<file path="src/rtl/uart_rx_unit.sv">
// uart_rx_unit: 8N1 UART receiver feeding a first-word-fall-through FIFO.
// Optional stop-bit framing check enabled by UART_RX_FRAMING_CHECK_EN.
module uart_rx_unit #(
  parameter int CLK_PER_BIT = 868,
  parameter int FIFO_DEPTH  = 16
) (
  input  logic       clk,
  input  logic       rstn,
  input  logic       rxd,
  input  logic       rd_en,
  output logic [7:0] rx_data,
  output logic       empty,
  output logic       overrun,
  output logic       frame_err
);

  localparam int AW = $clog2(FIFO_DEPTH);
  localparam logic [15:0] BIT_LAST  = 16'(CLK_PER_BIT - 1);
  localparam logic [15:0] HALF_LAST = 16'(CLK_PER_BIT / 2 - 1);
  localparam logic [AW:0] FULL_CNT  = (AW+1)'(FIFO_DEPTH);

  localparam logic [1:0] IDLE  = 2'd0;
  localparam logic [1:0] START = 2'd1;
  localparam logic [1:0] DATA  = 2'd2;
  localparam logic [1:0] STOP  = 2'd3;

  logic [1:0]    state;
  logic [15:0]   cnt;
  logic [2:0]    bit_cnt;
  logic [7:0]    shreg;
  logic          rx_s1;
  logic          rx_s2;
  logic [7:0]    mem [FIFO_DEPTH];
  logic [AW-1:0] wp;
  logic [AW-1:0] rp;
  logic [AW:0]   count;
  logic          stop_hit;
  logic          push_req;
  logic          bad_stop;
  logic          full;
  logic          do_pop;
  logic          do_push;

  always_ff @(posedge clk) begin
    if (!rstn) begin
      rx_s1 <= 1'b1;
      rx_s2 <= 1'b1;
    end else begin
      rx_s1 <= rxd;
      rx_s2 <= rx_s1;
    end
  end

  assign stop_hit = (state == STOP) && (cnt == BIT_LAST);

`ifdef UART_RX_FRAMING_CHECK_EN
  assign push_req = stop_hit && rx_s2;
  assign bad_stop = stop_hit && !rx_s2;
`else
  assign push_req = stop_hit;
  assign bad_stop = 1'b0;
`endif

  assign empty   = (count == '0);
  assign full    = (count == FULL_CNT);
  assign do_pop  = rd_en && !empty;
  // A pop in the same cycle frees the slot for a push into a full FIFO
  assign do_push = push_req && (!full || do_pop);
  assign rx_data = empty ? 8'h00 : mem[rp];

  always_ff @(posedge clk) begin
    if (!rstn) begin
      state   <= IDLE;
      cnt     <= '0;
      bit_cnt <= '0;
      shreg   <= '0;
    end else begin
      unique case (state)
        IDLE: begin
          if (!rx_s2) begin
            state   <= START;
            cnt     <= '0;
            bit_cnt <= '0;
          end
        end
        START: begin
          if (cnt == HALF_LAST) begin
            cnt   <= '0;
            state <= rx_s2 ? IDLE : DATA;
          end else begin
            cnt <= cnt + 16'd1;
          end
        end
        DATA: begin
          if (cnt == BIT_LAST) begin
            cnt     <= '0;
            shreg   <= {rx_s2, shreg[7:1]};
            bit_cnt <= bit_cnt + 3'd1;
            if (bit_cnt == 3'd7) state <= STOP;
          end else begin
            cnt <= cnt + 16'd1;
          end
        end
        STOP: begin
          if (cnt == BIT_LAST) begin
            cnt   <= '0;
            state <= IDLE;
          end else begin
            cnt <= cnt + 16'd1;
          end
        end
        default: state <= IDLE;
      endcase
    end
  end

  always_ff @(posedge clk) begin
    if (!rstn) begin
      wp        <= '0;
      rp        <= '0;
      count     <= '0;
      overrun   <= 1'b0;
      frame_err <= 1'b0;
    end else begin
      if (do_push) wp <= wp + 1'b1;
      if (do_pop)  rp <= rp + 1'b1;
      if (do_push && !do_pop) count <= count + 1'b1;
      else if (!do_push && do_pop) count <= count - 1'b1;
      overrun   <= push_req && full && !do_pop;
      frame_err <= bad_stop;
    end
  end

  always_ff @(posedge clk) begin
    if (rstn && do_push) mem[wp] <= shreg;
  end

endmodule
</file>
<file path="config.mk">
export PLATFORM = sky130hd
export DESIGN_NAME = uart_rx_unit
export DESIGN_NICKNAME = d
export VERILOG_FILES = /design/src/rtl/uart_rx_unit.sv
export SDC_FILE = /design/constraint.sdc
export NUM_CORES = 1
export LEC_CHECK = 0
export CORE_UTILIZATION = 58
export DETAILED_ROUTE_END_ITERATION = 8
export GPL_TIMING_DRIVEN = 0
export MAX_ROUTING_LAYER = met4
export PLACE_DENSITY = 0.77
export SYNTH_ARGS = -nofsm -noshare
export SYNTH_HDL_FRONTEND = slang
export SYNTH_SLANG_ARGS = --single-unit
</file>
<file path="constraint.sdc">
create_clock -name clk -period 4.6 [get_ports clk]
set_input_delay 0.69 -clock clk [delete_from_list [all_inputs] [get_ports clk]]
set_output_delay 0.69 -clock clk [all_outputs]
set_load 0.005 [all_outputs]
</file>
==> results.sh <==
export IMPL_grt_ovfl_total=0
export IMPL_worstPathArrival_ns=3.26
export IMPL_crit_required_ns=3.91
export IMPL_cts_max_path_buffers=2
export IMPL_synth_compound_area_share_pct=3.91
export IMPL_end_kind="output port"
export IMPL_synth_top_cell_by_area="edfxtp_1"
export IMPL_fin_skew_ns=0.00721
export IMPL_period_share_pct=85.9
export IMPL_layout_min_cycle_time_ns=3.95
export IMPL_synth_edf_count=128
export IMPL_grt_first_pass_wirelength_um=23400
export IMPL_n_fill_cell=859
export IMPL_drc=0
export IMPL_cts_root_buf="clkbuf_16"
export IMPL_coreArea_um2=12200
export IMPL_pwr_share_seq_pct=53.6
export IMPL_rows=40
export IMPL_p_per_area_nw_per_um2=379
export IMPL_critPathKind="reg2out"
export IMPL_synth_most_common_cell="edfxtp_1"
export IMPL_ant_nets=0
export IMPL_synth_top_area_share_pct=52.1
export IMPL_syn_inst=488
export IMPL_power_switching_mw=0.607
export IMPL_syn_to_final_growth_pct=12.8
export IMPL_async_reset_ff_share_pct=0
export IMPL_peakVddDrop_v=0.000218
export IMPL_power_total_mw=3.15
export IMPL_nets=540
export IMPL_worst_pin_slew_ns=1.42
export IMPL_worst_setup_path_start_kind="flip-flop"
export IMPL_p_clk_share_pct=45.5
export IMPL_post_drt_wl_per_cell_um=21.1
export IMPL_status="finished clean"
export IMPL_drtIter0Drc=343
export IMPL_post_cts_buffers=0
export IMPL_gp_congestion=0.887
export IMPL_synth_area_mux_share_pct=14.2
export IMPL_synth_xor_area_share_pct=0.830
export IMPL_relSlewSlack_pct=4.31
export IMPL_finalSetupViolations=0
export IMPL_ff2ff_setup_slack_ns=1.06
export IMPL_synthTopCellsByArea="edfxtp_1 (52%), dfxtp_1 (13%), mux4_2 (12%)"
export IMPL_comb_power_share_pct=0.9
export IMPL_timing_rr_end="mem[4][3]"
export IMPL_drv_cap=0
export IMPL_dieArea_um2=13200
export IMPL_netSwitchingFraction_pct=19.2
export IMPL_die_h_um=115
export IMPL_grt_pass1_vias=4304
export IMPL_die_w_um=115
export IMPL_viasPerCell=6.01
export IMPL_firstDrtPassIters=5
export IMPL_synth_top_family_by_area="multiplexers"
export IMPL_synth_seq_area_share_pct=65.3
export IMPL_layout_drive_gt1_share_pct=17.0
export IMPL_h_tree_depth=4
export IMPL_gr_usage_all_layers_pct=25.9
export IMPL_finalWorstSetupSlack_ns=0.647
export IMPL_io_buffers=13
export IMPL_critPathMaxFanout=10
export IMPL_hold_class="reg2reg"
export IMPL_start_util_pct=60.5
export IMPL_numCtsBuffers=17
export IMPL_yosys_area_share_simple_pct=10.6
export IMPL_vias=4222
export IMPL_preCtsSetupSlack_ns=0.972
export IMPL_fmax_mhz=253
export IMPL_setup_tns_ns=0
export IMPL_syn_nets=507
export IMPL_crit_end="rx_data[7]"
export IMPL_wl_um=14800
export IMPL_timing_rr_start="cnt[2]"
export IMPL_clock_latency_ns=0.43
export IMPL_diodes=0
export IMPL_antenna_found_initial=0
export IMPL_synth_fa_ha_area_share_pct=2.64
export IMPL_ys_top_cells_by_count="edfxtp_1 (128), dfxtp_1 (49), nor2_1 (45)"
export IMPL_clock_sinks=177
export IMPL_cts_hold_buf=0
export IMPL_drv_slew=0
export IMPL_cts_resized=0
export IMPL_cts_tree="built"
export IMPL_dpl_hpwl_um=9470
export IMPL_synthFlopType="edfxtp_1"
export IMPL_synth_area_um2=7380
export IMPL_ios=15
export IMPL_grt_max_degree=19
export IMPL_r2r_worst_path_cells=6
export IMPL_p_int_mw=2.55
export IMPL_rsz0062_at_grt="false"
export IMPL_path_clk_slew_ns=0.06
export IMPL_power_leakage_nw=2.74
export IMPL_synth_seq_cells=177
export IMPL_synth_cell_type_count=51
export IMPL_avgSynthCellArea_um2=15.1
export IMPL_hold_viol=0
export IMPL_yosys_warnings=0
kinds of logic (layout without fill, tap and decap cells):
logic type | after synthesis | count (layout)
XOR/XNOR | 7 | 7
flip-flops | 177 | 177
other | 1 | 1
buffers and inverters | 41 | 87
multiplexers | 55 | 55
adder cells (fa/ha/maj) | 15 | 15
AND/OR/NAND/NOR | 146 | 146
AO/OA/AOI/OAI | 46 | 46
worst min path at each step:
stage / startpoint / endpoint / slack [ns] / cells past startpoint
6_report: rx_s1 / rx_s2 / 0.41 / 1
5_1_grt: rx_s1 / rx_s2 / 0.43 / 1
4_1_cts: rx_s1 / rx_s2 / 0.41 / 1
3_5_place_dp: rx_s1 / rx_s2 / 0.40 / 1
3_3_place_gp: rx_s1 / rx_s2 / 0.39 / 1
2_1_floorplan: rx_s1 / rx_s2 / 0.39 / 1
state kept, by name, indices dropped and copies added (netlist names), named ones only:
name / count
wp: 4
bit_cnt: 3
rp: 4
overrun: 1
mem: 128
rx_s2: 1
shreg: 8
cnt: 16
rx_s1: 1
count: 5
state: 1
worst max-delay path, cell delays in order, from the launching register on:
cell             delay [ns]
dfxtp_1                0.31
clkbuf_1               0.26
buf_2                  0.46
mux4_2                 0.62
mux4_2                 0.51
nor2b_1                0.17
clkdlybuf4s50_1        0.51
layout by cell type, fill, tap and decap left out, types with 7 or more instances in the layout:
cell type / n
o21ai_0: 7
a21oi_1: 14
ha_1: 14
nand3_1: 22
nor2_1: 45
dfxtp_1: 49
nand2_1: 25
clkdlybuf4s50_1: 13
clkbuf_1: 18
nor2b_1: 10
edfxtp_1: 128
clkbuf_16: 17
mux2i_1: 15
inv_1: 13
a31oi_1: 11
mux4_2: 40
area by class of cell:
class	instances	area [µm²]	area share (%)
flip-flops and latches	177	4820	57.9
repair buffers	14	138	1.65
plain buffers	28	126	1.52
clock inverters	15	168	2.01
clock buffers	17	425	5.11
multi-input cells	270	2390	28.7
inverters	13	48.8	0.586
well taps	168	210	2.52
power by group through the flow:
stage	registers (mW)	clock network, mW	logic [mW]
global route	1.69	1.51	0.0319
global placement	1.72	0	0.0272
floorplan	1.72	0	0.0187
CTS	1.69	1.45	0.0287
finish	1.69	1.43	0.0286
detailed placement	1.72	0	0.0284
stage by stage:
step                utilization [%]  area [µm²]  std cells  hold slack [ns]
floorplan                         -        7380        488            0.386
global placement               63.2        7720        669            0.391
detailed placement             63.4        7740        670            0.400
CTS                            68.2        8330        702            0.415
global route                   68.2        8330        702            0.433
finish                         68.2        8330        702            0.412
layer usage:
metal	vias up	GRT usage, %	part of all wire (%)
li1	1934	-	-
met1	2138	30.5	40
met2	126	44.5	54
met3	24	3.64	4.4
met4	0	11.3	1.9
met5	-	-	0
Note: power is estimated with default switching activity, not from simulation.
